$ cat src/rtl/vga_timing_pkg.sv
// Shared timing constants and types for the VGA timing generator.
// Defaults describe 640x480@60 with a 25 MHz pixel clock derived from 50 MHz.
package vga_timing_pkg;

  localparam int CNT_W = 11;

  localparam int DEF_CLK_DIV = 2;

  localparam int DEF_H_DISP = 640;
  localparam int DEF_H_FP   = 16;
  localparam int DEF_H_SYNC = 96;
  localparam int DEF_H_BP   = 48;

  localparam int DEF_V_DISP = 480;
  localparam int DEF_V_FP   = 10;
  localparam int DEF_V_SYNC = 2;
  localparam int DEF_V_BP   = 33;

  localparam bit DEF_H_POL = 1'b0;
  localparam bit DEF_V_POL = 1'b0;

  function automatic int axis_total(input int disp, input int fp, input int sync, input int bp);
    return disp + fp + sync + bp;
  endfunction

  localparam int H_TOTAL = axis_total(DEF_H_DISP, DEF_H_FP, DEF_H_SYNC, DEF_H_BP);
  localparam int V_TOTAL = axis_total(DEF_V_DISP, DEF_V_FP, DEF_V_SYNC, DEF_V_BP);

  // PARKED: counters held at (0,0) with outputs inactive until the first advance.
  typedef enum logic {
    ST_PARKED = 1'b0,
    ST_RUN    = 1'b1
  } run_state_e;

endpackage

$ cat src/rtl/vga_axis_counter.sv
// One timing axis (horizontal or vertical): position counter plus registered
// display-enable and sync derived from the next count value.
module vga_axis_counter
  import vga_timing_pkg::*;
#(
  parameter int TOTAL = H_TOTAL
) (
  input  logic             clk,
  input  logic             rst,
  input  logic             idle_i,
  input  logic             step_i,
  input  logic [CNT_W-1:0] disp_i,
  input  logic [CNT_W-1:0] fp_i,
  input  logic [CNT_W-1:0] sync_i,
  input  logic             pol_i,
  output logic [CNT_W-1:0] count_o,
  output logic             en_o,
  output logic             sync_o,
  output logic             wrap_o
);

  localparam logic [CNT_W-1:0] LAST = CNT_W'(TOTAL - 1);
  localparam logic [CNT_W-1:0] ONE  = CNT_W'(1);

  logic [CNT_W-1:0] count_q, count_d;
  logic             en_q, en_d;
  logic             act_q, act_d;
  logic [CNT_W:0]   sync_lo, sync_hi;

  assign wrap_o  = step_i && !idle_i && (count_q == LAST);
  assign sync_lo = {1'b0, disp_i} + {1'b0, fp_i};
  assign sync_hi = sync_lo + {1'b0, sync_i};

  // NOTE: every signal written here gets a default first, so no path leaves it unassigned (no latch).
  always_comb begin
    count_d = count_q;
    en_d    = 1'b0;
    act_d   = 1'b0;
    if (idle_i) begin
      count_d = '0;
    end else begin
      if (step_i) begin
        count_d = wrap_o ? '0 : count_q + ONE;
      end
      en_d  = (count_d < disp_i);
      act_d = ({1'b0, count_d} >= sync_lo) && ({1'b0, count_d} < sync_hi);
    end
  end

  // NOTE: async reset in the sensitivity list; state uses non-blocking assignments only.
  always_ff @(posedge clk or posedge rst) begin
    if (rst) begin
      count_q <= '0;
      en_q    <= 1'b0;
      act_q   <= 1'b0;
    end else begin
      count_q <= count_d;
      en_q    <= en_d;
      act_q   <= act_d;
    end
  end

  // The register holds "sync active"; the polarity tie is a constant, so this is a fixed wire or inverter.
  assign count_o = count_q;
  assign en_o    = en_q;
  assign sync_o  = act_q ^ ~pol_i;

endmodule

$ cat src/rtl/vga_timing_core.sv
// VGA timing generator: pixel-rate divider, h/v axis counters, sync, display enable
// and frame start, all registered and aligned to the counts they accompany.
module vga_timing_core
  import vga_timing_pkg::*;
#(
  parameter int CLK_DIV = DEF_CLK_DIV,
  parameter int H_DISP  = DEF_H_DISP,
  parameter int H_FP    = DEF_H_FP,
  parameter int H_SYNC  = DEF_H_SYNC,
  parameter int H_BP    = DEF_H_BP,
  parameter int V_DISP  = DEF_V_DISP,
  parameter int V_FP    = DEF_V_FP,
  parameter int V_SYNC  = DEF_V_SYNC,
  parameter int V_BP    = DEF_V_BP,
  parameter bit H_POL   = DEF_H_POL,
  parameter bit V_POL   = DEF_V_POL
) (
  input  logic             clk,
  input  logic             rst,
  input  logic             en,
  output logic             vga_clk,
  output logic             pix_tick,
  output logic [CNT_W-1:0] h_count,
  output logic [CNT_W-1:0] v_count,
  output logic [CNT_W-1:0] h_disp_max,
  output logic [CNT_W-1:0] v_disp_max,
  output logic             h_sync,
  output logic             v_sync,
  output logic             h_en,
  output logic             v_en,
  output logic             frame_start
);

  localparam int H_TOT = axis_total(H_DISP, H_FP, H_SYNC, H_BP);
  localparam int V_TOT = axis_total(V_DISP, V_FP, V_SYNC, V_BP);

  localparam int               DIV_W    = (CLK_DIV > 1) ? $clog2(CLK_DIV) : 1;
  localparam logic [DIV_W-1:0] DIV_LAST = DIV_W'(CLK_DIV - 1);
  localparam logic [DIV_W-1:0] DIV_ONE  = DIV_W'(1);
  localparam logic [DIV_W:0]   DIV_HIGH = (DIV_W + 1)'((CLK_DIV + 1) / 2);

  logic [DIV_W-1:0] div_cnt_q, div_cnt_d;
  logic             vga_clk_q, vga_clk_d;
  logic             pix_tick_q, pix_tick_d;
  logic             frame_start_q, frame_start_d;
  run_state_e       state_q, state_d;

  logic adv;
  logic axis_idle;
  logic h_step;
  logic h_wrap, v_wrap;

  assign adv = en && (div_cnt_q == DIV_LAST);

  always_comb begin
    div_cnt_d = div_cnt_q + DIV_ONE;
    if (!en || adv) begin
      div_cnt_d = '0;
    end
  end

  // vga_clk is high for the first half (rounded up) of each pixel period.
  assign vga_clk_d  = en && ({1'b0, div_cnt_d} < DIV_HIGH);
  assign pix_tick_d = adv;

  // The first advance out of PARKED loads (0,0) rather than stepping past it.
  always_comb begin
    state_d   = state_q;
    axis_idle = 1'b1;
    h_step    = 1'b0;
    case (state_q)
      ST_PARKED: begin
        if (adv) begin
          state_d   = ST_RUN;
          axis_idle = 1'b0;
        end
      end
      ST_RUN: begin
        if (en) begin
          axis_idle = 1'b0;
          h_step    = adv;
        end else begin
          state_d = ST_PARKED;
        end
      end
      default: state_d = ST_PARKED;
    endcase
  end

  assign frame_start_d = adv && ((state_q == ST_PARKED) || v_wrap);

  always_ff @(posedge clk or posedge rst) begin
    if (rst) begin
      div_cnt_q     <= '0;
      vga_clk_q     <= 1'b0;
      pix_tick_q    <= 1'b0;
      frame_start_q <= 1'b0;
      state_q       <= ST_PARKED;
    end else begin
      div_cnt_q     <= div_cnt_d;
      vga_clk_q     <= vga_clk_d;
      pix_tick_q    <= pix_tick_d;
      frame_start_q <= frame_start_d;
      state_q       <= state_d;
    end
  end

  vga_axis_counter #(
    .TOTAL (H_TOT)
  ) u_h_axis (
    .clk     (clk),
    .rst     (rst),
    .idle_i  (axis_idle),
    .step_i  (h_step),
    .disp_i  (CNT_W'(H_DISP)),
    .fp_i    (CNT_W'(H_FP)),
    .sync_i  (CNT_W'(H_SYNC)),
    .pol_i   (H_POL),
    .count_o (h_count),
    .en_o    (h_en),
    .sync_o  (h_sync),
    .wrap_o  (h_wrap)
  );

  vga_axis_counter #(
    .TOTAL (V_TOT)
  ) u_v_axis (
    .clk     (clk),
    .rst     (rst),
    .idle_i  (axis_idle),
    .step_i  (h_wrap),
    .disp_i  (CNT_W'(V_DISP)),
    .fp_i    (CNT_W'(V_FP)),
    .sync_i  (CNT_W'(V_SYNC)),
    .pol_i   (V_POL),
    .count_o (v_count),
    .en_o    (v_en),
    .sync_o  (v_sync),
    .wrap_o  (v_wrap)
  );

  assign vga_clk     = vga_clk_q;
  assign pix_tick    = pix_tick_q;
  assign frame_start = frame_start_q;
  assign h_disp_max  = CNT_W'(H_DISP - 1);
  assign v_disp_max  = CNT_W'(V_DISP - 1);

endmodule

$ cat config.mk
export PLATFORM = sky130hd
export DESIGN_NAME = vga_timing_core
export DESIGN_NICKNAME = d
export VERILOG_FILES = /design/src/rtl/vga_timing_pkg.sv /design/src/rtl/vga_axis_counter.sv /design/src/rtl/vga_timing_core.sv
export SDC_FILE = /design/constraint.sdc
export NUM_CORES = 1
export LEC_CHECK = 0
export ABC_AREA = 1
export BUFFER_PORTS_ARGS = -buffer_cell sky130_fd_sc_hd__buf_4
export CAP_MARGIN = 20
export CORE_MARGIN = 2
export CORE_UTILIZATION = 51
export CTS_CLUSTER_SIZE = 24
export DETAILED_ROUTE_END_ITERATION = 10
export GPL_TIMING_DRIVEN = 0
export HOLD_SLACK_MARGIN = 0.06
export PLACE_DENSITY = 0.88
export SLEW_MARGIN = 20
export SYNTH_ARGS = -nofsm -noshare
export SYNTH_HDL_FRONTEND = slang
export SYNTH_SLANG_ARGS = --single-unit
$ cat constraint.sdc
create_clock -name clk -period 2.13 [get_ports clk]
set_input_delay 0.426 -clock clk [delete_from_list [all_inputs] [get_ports clk]]
set_output_delay 0.426 -clock clk [all_outputs]
set_load 0.005 [all_outputs]
Word level (Yosys, flattened, before mapping)

Index checks and enable logic that the tools add are counted.
W data, S select, Z words.

Add/subtract/negate cells: 3
Multipliers: 0
Divide/modulo/power cells: 0
Order comparisons: 7
Eq/ne operators: 2
Shift operators: 0
Muxes and demuxes: 21
Bitwise gates (word level): 3
Reduce and logical (&&, ||, !) cells: 13

Operators with widths:

| kind                    | count |
|---|---|
| $mux W11                | 8 |
| $add A11 B1 Y11 const B | 2 |
| $eq A11 B10 Y1 const B  | 2 |
| $lt A11 B10 Y1 const B  | 2 |
| $lt A11 B9 Y1 const B   | 2 |
| $ge A11 B10 Y1 const B  | 1 |
| $ge A11 B9 Y1 const B   | 1 |
| $mux W1                 | 11 |
| $logic_and A1 B1 Y1     | 9 |
| $pmux W1 S2             | 2 |
| $not A1 Y1              | 3 |
| $logic_not A1 Y1        | 2 |
| $logic_or A1 B1 Y1      | 2 |
| $add A1 B1 Y1 const B   | 1 |
| $lt A1 B1 Y1 const B    | 1 |

Flip-flop bits (word level): 31
Latch bits: 0
Bits in writable memories: 0
ROM bits: 0
Output and inout bits: 51
Word-level logic and storage cells: 60
Memories kept: 0

Longest topological paths before layout

Gate-level depths: netlist of the first run.

Depth after elaboration: 14
Mapped depth: 12
Gate-level depth less buffers: 12

Modules after synthesis

A second synthesis of the first run with hierarchy kept.

Cells, all modules: 818
Area, all modules: 5525.3 µm²

By module, submodules not included:

| module                      | times used | cells each | area an instance (µm²) | seq. area each (µm²) |
|---|---|---|---|---|
| vga_axis_counter (u_h_axis) | 1          | 387        | 2607.5                 | 325.3 |
| vga_axis_counter (u_v_axis) | 1          | 390        | 2582.5                 | 325.3 |
| vga_timing_core             | 1          | 41         | 335.3                  | 100.1 |

Worst setup path after synthesis of the first run

No wires, ideal clock.

Kind: register to register
From: register u_h_axis.count_q[0] (netlist: u_h_axis.count_o[0])
To: register u_v_axis.act_q
Library setup time: 80 ps
Arrival: 1473 ps
Data required time: 2050 ps
Path slack: 577 ps
Stages on the path, launching flop included: 11
Path buffers: 1
Cells stage by stage: dfrtp_1 ha_1 nand3_4 nor2_4 buf_6 nand3_2 nand2_1 nand2_1 nor2_1 nand2_1 nor3_2

Cells in the longest elaborated chain, start to end: 10

Ends and longest elaborated chain:

| what                                                  | RTL line               | RTL |
|---|---|---|
| from (decl)                                           | vga_axis_counter.sv:25 | `logic [CNT_W-1:0] count_q, count_d;` |
| from (signal assigned)                                | vga_axis_counter.sv:57 | `count_q <= count_d;` |
| $eq A11 B10 Y1 (*)                                    | vga_axis_counter.sv:30 | `assign wrap_o = step_i && !idle_i && (count_q == LAST);` |
| $logic_and A1 B1 Y1 (*)                               | vga_axis_counter.sv:30 |  |
| $logic_and A1 B1 Y1 (2 in series)                     | vga_axis_counter.sv:30 |  |
| $mux W11                                              | vga_axis_counter.sv:43 | `count_d = wrap_o ? '0 : count_q + ONE;` |
| $mux W11 (*)                                          | vga_axis_counter.sv:42 | `if (step_i) begin` |
| $mux W11 (*)                                          | vga_axis_counter.sv:39 | `if (idle_i) begin` |
| $ge A11 B9 Y1 / $lt A11 B9 Y1 (equally long branches) | vga_axis_counter.sv:46 | `act_d = ({1'b0, count_d} >= sync_lo) && ({1'b0, count_d} < sync_hi);` |
| $logic_and A1 B1 Y1 (*)                               | vga_axis_counter.sv:46 |  |
| $mux W1 (*)                                           | vga_axis_counter.sv:39 |  |
| named net u_v_axis.act_d                              | vga_axis_counter.sv:27 | `logic act_q, act_d;` |
| to (signal assigned)                                  | vga_axis_counter.sv:59 | `act_q <= act_d;` |
| to (decl)                                             | vga_axis_counter.sv:27 |  |

The timed path passes the listed nets; every way through them passes the cells marked *. The select of a mux whose other input is x is not followed.

Final worst setup path of the first run

From: register u_h_axis.count_q[5] (netlist: u_h_axis.count_o[5])
To: register u_v_axis.act_q

The elaborated chain is that of the path after synthesis.

==> impl_metrics.csv, run 1 <==
group,metric,value,unit
synth,synth.area.top_cells,"dfrtp_1, nand2_1, buf_4",
synth,sequential_element_share_of_the_synthesized_area,37.0,%
detailed_routing,routed_wire_length_per_instance,11.9,um
place,finalWeightedCongestion,0.888,
finish,antenna_cells,0,
timing,rsz0062_at_grt,"false",
synth,synth_async_sr_flop_share,100,%
global_routing,antenna_violations_before_repair,0,
detailed_routing,drtIter0Drc,111,
synth,number_of_synthesis_warnings,0,
timing,slew-limit-headroom,63.0,%
critical_path,worstPathArrival,2.03,ns
place,port-buffer-count,31,
power_and_ir_drop,total_leakage_power,0.00130,uW
clock_tree,clk_transition_reported_paths,0.06,ns
power_and_ir_drop,power_density,462,nW/um2
timing,fmax,0.538,GHz
floorplanning,die_x,67.1,um
floorplanning,row_count,22,
timing,max_slew.worst_pin.slew,0.555,ns
critical_path,path_class,"register to register",
detailed_routing,count_of_unresolved_drc_violations_after_routing,0,
synth,number_of_different_library_cells_in_the_post_synthesis_netlist,30,
floorplanning,core_area,3740,um2
detailed_routing,ant_nets,0,
power_and_ir_drop,power_switching,271,uW
clock_tree,post-cts-setup-buffer-count,0,
detailed_routing,dr_total_vias,1939,
critical_path,worstSetupEndpointType,"register",
power_and_ir_drop,ir_worst_vdd,0.000415,V
place,place_ws,0.336,ns
clock_tree,postCtsResizedCells,0,
detailed_routing,drt-pass1-iter-count,4,
outcome,status,"completed",
power_and_ir_drop,clkPwrFrac,39.9,%
run,max-cap-violations,0,
detailed_routing,detail_route.vias_per_cell,4.95,
hold_path,holdCritPathClass,"input port to async pin",
synth,syn_area_per_cell,7.14,um2
place,dpl.hpwl,3420,um
timing,final_max_slew_viol_count,0,
synth,yosys_register_bits,30,
floorplanning,num_ports,54,
synth,yosysTopAreaCell,"dfrtp_1",
clock_tree,post_cts_hold_buffer_count,0,
clock_tree,cts_tree,"done",
floorplanning,overall_die_height,67.1,um
finish,fin_nets,349,
clock_tree,cts_buffer_depth,2,
synth,ys.flop_type,"dfrtp_1",
finish,layout.filler_cells,323,
timing,layout_min_cycle_time,1.86,ns
global_routing,globalRouteTotalUtil,22.3,%
synth,synth.top_cell.area_share,37.0,%
synth,post-synth-top-count-cell,"nand2_1",
power_and_ir_drop,internal-power,892,uW
global_routing,gr-total-overflow,0,
synth,post_synth_most_frequent_cells,"nand2_1, nor2_1, inv_1, dfrtp_1, nand3_1",
floorplanning,floorplan.initialDensity,54.2,%
synth,syn-cell-area,2030,um2
critical_path,crit_path_max_fanout,10,
critical_path,critPathRequiredTime,2.30,ns
timing,timing_hold_violations_final,0,
critical_path,startpoint_type,"register",
clock_tree,clock_insertion_delay_worst_skew,0.28,ns
detailed_routing,drt-total-wl,4680,um
power_and_ir_drop,switching_share,23.3,%
global_routing,largest_net_degree_at_the_start_of_global_routing,20,
clock_tree,cts_buffers,5,
timing,hold_slack,0.195,ns
timing,final.setup.worst_slack,0.273,ns
synth,synth_enable_flop_cells,0,
power_and_ir_drop,share_seq_of_total_power,50.5,%
finish,layout_cell_share_with_drive_strength_beyond_1,22.1,%
clock_tree,cts-htree-levels,2,
timing,final.period_utilization,87.2,%
timing,finalClockSkew,0.00841,ns
timing,finalSetupViolations,0,
finish,area_delta_synth_final,24.0,%
synth,syn-instance-count,284,
clock_tree,root_buf_cell,"clkbuf_8",
timing,totalNegativeSetupSlack,0,ns
clock_tree,tritoncts_num_sinks,30,
floorplanning,fp.dieArea,4500,um2
global_routing,first_global_vias,1730,
power_and_ir_drop,p_comb_share,9.6,%
global_routing,global_route_wire_length_before_repair,7520,um
stage by stage:
stage          cell area [um2]  power, uW  utilization (%)  instances
2_1_floorplan             2100        672                -        304
4_1_cts                   2510       1170             67.2        392
6_report                  2510       1160             67.2        392
5_1_grt                   2510       1220             67.2        392
3_3_place_gp              2400        700             64.0        383
3_5_place_dp              2420        707             64.7        384
final timing paths:
kind	startpoint	end	slack [ns]	cells past startpoint
worst max-delay path	u_h_axis.count_o[5]	u_v_axis.act_q	0.27	10
worst min-delay path	rst	u_h_axis.count_o[7]	0.19	2
worst max register to register	u_h_axis.count_o[5]	u_v_axis.act_q	0.27	10
worst min register to register	div_cnt_q	div_cnt_q	0.50	1
max in group asynchronous	rst	u_v_axis.count_o[6]	1.45	3
min in group clk	en	div_cnt_q	0.39	3
layer usage:
| metal | share of wire (%) | vias to the layer above | GRT usage, % |
|---|---|---|---|
| met4 | 2.1 | 0 | 9.18 |
| met5 | 0 | - | 0 |
| li1 | - | 976 | - |
| met1 | 42 | 881 | 27.0 |
| met3 | 6.2 | 14 | 3.55 |
| met2 | 49 | 68 | 39.1 |
power groups by stage:
stage	Clock (uW)	Sequential [uW]	Combinational, uW
4_1_cts	469	588	110
5_1_grt	502	589	125
3_5_place_dp	0	598	110
6_report	464	588	111
2_1_floorplan	0	598	74.1
3_3_place_gp	0	598	102
cell families (layout without fill, tap and decap cells):
| logic type | count (synthesis) | in the layout | share of synthesized area (%) |
|---|---|---|---|
| DFF | 30 | 30 | 37.0 |
| xor gates and xnor gates | 4 | 4 | 1.73 |
| buffers and inverters | 64 | 104 | 16.5 |
| other | 2 | 22 | 0.370 |
| AOI/OAI and AO/OA | 15 | 15 | 4.44 |
| adders and majority gates | 3 | 3 | 1.85 |
| and+or+nand+nor | 166 | 166 | 38.1 |
state kept, by name, indices dropped and copies added, names as in the netlist:
name,count
state_q,1
u_h_axis.en_o,1
u_v_axis.en_o,1
u_v_axis.count_o,11
u_h_axis.act_q,1
frame_start,1
div_cnt_q,1
pix_tick,1
u_v_axis.act_q,1
u_h_axis.count_o,11
worst max-delay path, stage by stage, from the launching register on:
cell	delay [ns]
dfrtp_1	0.43
inv_2	0.11
nand3_1	0.12
nor2_4	0.30
nand2_4	0.16
inv_1	0.14
nand2_1	0.10
nand2_1	0.15
nor2_2	0.07
nand3_1	0.11
nor3_2	0.05
area by class of cell:
class                           instances  area, um2  area share, %
Sequential cell                        30        751           29.9
Tap cell                               48       60.1           2.39
Timing Repair Buffer                   32        260           10.3
Inverter                               39        146           5.82
Multi-Input combinational cell        210       1020           40.5
Clock inverter                          1       5.00          0.199
Clock buffer                            7       86.3           3.43
Buffer                                 25        188           7.46
cell usage in the layout, fill, tap and decap left out, types with 4 or more instances in the layout:
cell type,count
inv_1,37
nand4_1,12
dfrtp_1,30
clkbuf_8,6
xor2_1,4
a21oi_1,7
nand3_1,27
nor3_1,4
conb_1,22
buf_4,54
nand2_1,65
nor2_1,45
(Power assumes the default switching activity.)
==> inputs of run 2 (changes only) <==
--- a/config.mk
+++ b/config.mk
@@ -8,7 +8,6 @@
 export ABC_AREA = 1
 export BUFFER_PORTS_ARGS = -buffer_cell sky130_fd_sc_hd__buf_4
 export CAP_MARGIN = 20
-export CORE_MARGIN = 2
 export CORE_UTILIZATION = 51
 export CTS_CLUSTER_SIZE = 24
 export DETAILED_ROUTE_END_ITERATION = 10
==> run 2 against run 1 <==
Effect of this change:
- sequential share of layout area is 0.60 points lower
- clock skew is 0.00078 ns higher
- fmax is 0.74% higher
- largest cell class unchanged
- clock power is 55% higher
- sequential power hardly changed
==> impl_metrics.csv, run 2 (synthesized netlist as in run 1, its figures left out) <==
group,metric,value,unit
place,place_ws,0.320,ns
timing,final.setup.worst_slack,0.286,ns
clock_tree,root_buf_cell,"clkbuf_8",
global_routing,gr-total-overflow,0,
clock_tree,tritoncts_num_sinks,30,
place,port-buffer-count,31,
clock_tree,postCtsResizedCells,0,
critical_path,crit_path_max_fanout,10,
timing,slew-limit-headroom,64.0,%
clock_tree,post-cts-setup-buffer-count,0,
timing,max_slew.worst_pin.slew,0.540,ns
outcome,status,"completed",
finish,layout.filler_cells,340,
detailed_routing,drt-pass1-iter-count,4,
power_and_ir_drop,clkPwrFrac,50.7,%
detailed_routing,dr_total_vias,1925,
critical_path,worstPathArrival,2.03,ns
power_and_ir_drop,power_switching,286,uW
detailed_routing,count_of_unresolved_drc_violations_after_routing,0,
power_and_ir_drop,ir_worst_vdd,0.000534,V
power_and_ir_drop,internal-power,1130,uW
finish,final-seq-area,751,um2
timing,final.period_utilization,86.6,%
global_routing,antenna_violations_before_repair,0,
detailed_routing,routed_wire_length_per_instance,11.7,um
clock_tree,cts_buffer_depth,2,
finish,layout_common_cells,"nand2_1, buf_4, nor2_1",
timing,finalSetupViolations,0,
clock_tree,clock_insertion_delay_worst_skew,0.29,ns
clock_tree,post_cts_hold_buffer_count,0,
clock_tree,cts_buffers,5,
critical_path,startpoint_type,"register",
global_routing,largest_net_degree_at_the_start_of_global_routing,20,
clock_tree,cts-htree-levels,2,
critical_path,r2r_slack,0.29,ns
finish,multi_input_area,1020,um2
global_routing,first_global_vias,1663,
detailed_routing,drtIter0Drc,130,
global_routing,global_route_wire_length_before_repair,7250,um
critical_path,critPathRequiredTime,2.31,ns
power_and_ir_drop,switching_share,20.2,%
floorplanning,overall_die_height,65.1,um
floorplanning,row_count,22,
timing,fmax,0.542,GHz
clock_tree,cts_tree,"done",
critical_path,path_class,"register to register",
timing,layout_min_cycle_time,1.84,ns
detailed_routing,detail_route.vias_per_cell,4.91,
finish,layout_cell_share_with_drive_strength_beyond_1,22.4,%
timing,totalNegativeSetupSlack,0,ns
detailed_routing,drt-total-wl,4580,um
timing,hold_slack,0.180,ns
floorplanning,num_ports,54,
finish,area_delta_synth_final,26.5,%
place,finalWeightedCongestion,0.897,
timing,rsz0062_at_grt,"false",
finish,antenna_cells,0,
clock_tree,clk_transition_reported_paths,0.07,ns
finish,fin_nets,349,
critical_path,timing.reg2reg.worst_path_depth,10,
detailed_routing,ant_nets,0,
critical_path,worstPathCellList,"inv_2, nand3_1, nor2_4, nand2_4, inv_1, nand2_1, nand2_1, nor2_2, nand3_1, nor3_2",
power_and_ir_drop,total_leakage_power,0.00132,uW
timing,final_max_slew_viol_count,0,
power_and_ir_drop,power_density,552,nW/um2
timing,finalClockSkew,0.00919,ns
global_routing,globalRouteTotalUtil,22.6,%
critical_path,cell_with_the_largest_stage_delay_on_the_worst_path,"dfrtp_1",
run,max-cap-violations,0,
critical_path,worst_r2r_startpoint,"u_h_axis.count_o[5]",
floorplanning,core_area,3740,um2
critical_path,critical_path.max_stage_delay,0.44,ns
place,dpl.hpwl,3560,um
timing,timing_hold_violations_final,0,
critical_path,worstSetupEndpointType,"register",
floorplanning,die_x,65.1,um
power_and_ir_drop,share_seq_of_total_power,41.5,%
hold_path,holdCritPathClass,"input port to async pin",
power_and_ir_drop,p_comb_share,7.9,%
critical_path,worst_r2r_endpoint,"u_v_axis.act_q",
finish,final_common_cell,"nand2_1",
floorplanning,floorplan.initialDensity,54.2,%
floorplanning,fp.dieArea,4230,um2
[run 2: changes by cell type in the layout (fill, tap and decap cells not counted)]
cell       change
bufinv_16      +2
clkbuf_1       -1
clkinv_2       -1
[run 2: power by group through the flow]
stage               logic [uW]  registers (uW)  clock network, uW
floorplan                 74.1             598                  0
global placement           102             598                  0
detailed placement         112             598                  0
CTS                        112             588                737
global route               124             588                756
finish                     112             587                718
[run 2: worst max-delay path, delay by kind of cell (launching register included)]
| family | cells | cell delay, ns |
|---|---|---|
| DFF | 1 | 0.44 |
| buffers and inverters | 2 | 0.25 |
| and+or+nand+nor | 8 | 1.03 |
[run 2: through the flow]
step           util, %  cells  instance area [um2]  total power [uW]
4_1_cts           68.5    392                 2570              1440
3_5_place_dp      64.7    384                 2420               710
3_3_place_gp      64.0    383                 2400               700
2_1_floorplan        -    304                 2100               672
5_1_grt           68.5    392                 2570              1470
6_report          68.5    392                 2570              1420
[run 2: how the worst max path moves through the flow]
stage / cells after the start / from / end
5_1_grt: 11 / u_v_axis.count_o[0] / u_v_axis.act_q
3_3_place_gp: 11 / u_h_axis.count_o[0] / u_v_axis.en_o
6_report: 10 / u_h_axis.count_o[5] / u_v_axis.act_q
3_5_place_dp: 10 / u_h_axis.count_o[5] / u_v_axis.act_q
4_1_cts: 9 / u_v_axis.count_o[0] / u_v_axis.act_q
2_1_floorplan: 10 / u_h_axis.count_o[0] / u_v_axis.act_q
[run 2: per-layer routing]
metal  vias up  routed length (um)  GRT usage (%)
met5         -                   0              0
met4         0                  35           8.15
met3         3                 272           4.58
met2        65                2340           40.2
met1       881                1930           26.7
li1        976                   -              -
[run 2: layout make-up]
cell class	count	area share, %
Inverter	39	5.70
Clock buffer	6	3.22
Timing Repair Buffer	32	10.1
Clock inverter	2	2.34
Buffer	25	7.31
Multi-Input combinational cell	210	39.7
Tap cell	48	2.34
Sequential cell	30	29.3
==> inputs of run 3 (changes only) <==
--- a/config.mk
+++ b/config.mk
@@ -8,12 +8,11 @@
 export ABC_AREA = 1
 export BUFFER_PORTS_ARGS = -buffer_cell sky130_fd_sc_hd__buf_4
 export CAP_MARGIN = 20
-export CORE_UTILIZATION = 51
+export CORE_UTILIZATION = 53
 export CTS_CLUSTER_SIZE = 24
 export DETAILED_ROUTE_END_ITERATION = 10
-export GPL_TIMING_DRIVEN = 0
 export HOLD_SLACK_MARGIN = 0.06
-export PLACE_DENSITY = 0.88
+export PLACE_DENSITY = 0.9
 export SLEW_MARGIN = 20
 export SYNTH_ARGS = -nofsm -noshare
 export SYNTH_HDL_FRONTEND = slang
==> run 3 against run 2 <==
Effect of this change:
- register-to-register slack got worse by 0.06 ns
- worst hold slack improved by 0.034 ns
- flip-flop and latch count unchanged
- highest routed layer unchanged
- non-clock buffer count decreased by 23
- utilization decreased by 5.4 points
- sequential power about the same
- die area decreased by 3.7%
- largest power group is now sequential cells
- via count decreased by 2.2%
- final area decreased by 9.8%
- clock-buffer cell count unchanged
==> impl_metrics.csv, run 3 (synthesized netlist as in run 1, its figures left out) <==
group,metric,value,unit
outcome,status,"completed",
clock_tree,postCtsResizedCells,0,
critical_path,worstPathArrival,2.12,ns
floorplanning,overall_die_height,63.9,um
timing,rsz0062_at_grt,"false",
detailed_routing,count_of_unresolved_drc_violations_after_routing,0,
place,port-buffer-count,31,
global_routing,antenna_violations_before_repair,0,
clock_tree,post_cts_hold_buffer_count,0,
power_and_ir_drop,p_comb_share,6.8,%
floorplanning,num_ports,54,
detailed_routing,drt-pass1-iter-count,4,
place,dpl.hpwl,3300,um
timing,finalClockSkew,0.00233,ns
critical_path,critPathRequiredTime,2.34,ns
power_and_ir_drop,clkPwrFrac,39.9,%
clock_tree,cts_tree,"done",
power_and_ir_drop,power_density,476,nW/um2
finish,multi_input_area,1020,um2
global_routing,globalRouteTotalUtil,23.8,%
finish,layout_common_cells,"nand2_1, nor2_1, inv_1",
finish,final_common_cell,"nand2_1",
clock_tree,tritoncts_num_sinks,30,
detailed_routing,drt-total-wl,4310,um
floorplanning,row_count,22,
timing,fmax,0.524,GHz
place,finalWeightedCongestion,0.891,
clock_tree,root_buf_cell,"clkbuf_8",
timing,layout_min_cycle_time,1.91,ns
hold_path,holdCritPathClass,"input port to async pin",
detailed_routing,dr_total_vias,1882,
power_and_ir_drop,switching_share,22.7,%
global_routing,largest_net_degree_at_the_start_of_global_routing,31,
clock_tree,cts_buffers,5,
critical_path,worst_r2r_startpoint,"u_h_axis.count_o[0]",
critical_path,crit_path_max_fanout,12,
detailed_routing,routed_wire_length_per_instance,11.7,um
power_and_ir_drop,ir_worst_vdd,0.000452,V
timing,finalSetupViolations,0,
timing,totalNegativeSetupSlack,0,ns
finish,postLayoutCoreUtil,63.2,%
finish,antenna_cells,0,
place,dpl-instance-area,2230,um2
timing,final_max_slew_viol_count,0,
global_routing,gr-total-overflow,0,
power_and_ir_drop,power_switching,250,uW
clock_tree,cts-htree-levels,2,
finish,area_delta_synth_final,14.1,%
floorplanning,fp.dieArea,4080,um2
timing,timing_hold_violations_final,0,
clock_tree,clock_insertion_delay_worst_skew,0.28,ns
detailed_routing,drtIter0Drc,106,
critical_path,worstSetupEndpointType,"register",
floorplanning,core_area,3660,um2
global_routing,first_global_vias,1744,
power_and_ir_drop,total_leakage_power,0.00118,uW
detailed_routing,ant_nets,0,
global_routing,global_route_wire_length_before_repair,7410,um
clock_tree,cts_buffer_depth,2,
clock_tree,post-cts-setup-buffer-count,0,
finish,final-seq-area,751,um2
finish,finalInstanceArea,2310,um2
power_and_ir_drop,p_total,1100,uW
critical_path,path_class,"register to register",
finish,layout.filler_cells,339,
clock_tree,clk_transition_reported_paths,0.06,ns
finish,fin_nets,326,
critical_path,startpoint_type,"register",
detailed_routing,detail_route.vias_per_cell,5.13,
timing,final.period_utilization,89.5,%
floorplanning,die_x,63.9,um
finish,layout_cell_share_with_drive_strength_beyond_1,16.6,%
floorplanning,floorplan.initialDensity,55.4,%
power_and_ir_drop,share_seq_of_total_power,53.4,%
run,max-cap-violations,0,
critical_path,crit_start,"u_h_axis.count_o[0]",
power_and_ir_drop,internal-power,852,uW
==> run 3: cell count changes in the layout (fill, tap and decap cells not counted) <==
| cell | before | now |
|---|---|---|
| clkbuf_1 | 1 | 0 |
| buf_6 | 1 | 0 |
| bufinv_16 | 2 | 0 |
| buf_4 | 54 | 34 |
| buf_16 | 1 | 0 |
==> run 3: area by class of cell <==
type                    count  area share, %
well taps                  48           2.60
repair buffers             34           11.0
flip-flops and latches     30           32.4
multi-input cells         210           44.0
inverters                  39           6.33
clock buffers               6           3.57
==> run 3: final timing paths <==
kind | end | slack [ns] | depth (start not counted)
max | u_h_axis.act_q | 0.22 | 9
min | u_h_axis.count_o[2] | 0.21 | 3
max reg2reg | u_h_axis.act_q | 0.22 | 9
min reg2reg | div_cnt_q | 0.51 | 1
max in group asynchronous | u_h_axis.count_o[4] | 1.63 | 3
min in group clk | div_cnt_q | 0.40 | 3
==> run 3: power by group through the flow <==
stage / combinational (uW) / sequential, uW / clock, uW
floorplan: 74.1 / 598 / 0
CTS: 74.9 / 588 / 456
global route: 85.7 / 589 / 482
finish: 74.6 / 588 / 439
global placement: 74.2 / 597 / 0
detailed placement: 74.9 / 598 / 0
==> run 3: layer usage <==
metal  vias up  track usage, %  wire, um
met5         -               0         0
met4         0            11.6        85
met3         7            4.82       288
met2        77            40.8      2150
met1       869            28.0      1780
li1        929               -         -
==> run 3: critical path, cell delays in order (launching register included) <==
cell     delay, ns
dfrtp_1       0.41
ha_1          0.24
nand3_4       0.10
nor2_4        0.29
nand3_1       0.21
xor2_1        0.28
inv_1         0.08
nand2_1       0.08
nand3_1       0.06
nor2_1        0.09
==> run 3: through the flow <==
step	worst slack [ns]	std cells	hold slack [ns]
final	0.223	367	0.214
after floorplan	0.577	304	0.476
after global routing	0.0265	367	0.249
after CTS	0.237	367	0.223
after global placement	0.357	361	0.491
after detailed placement	0.260	361	0.510
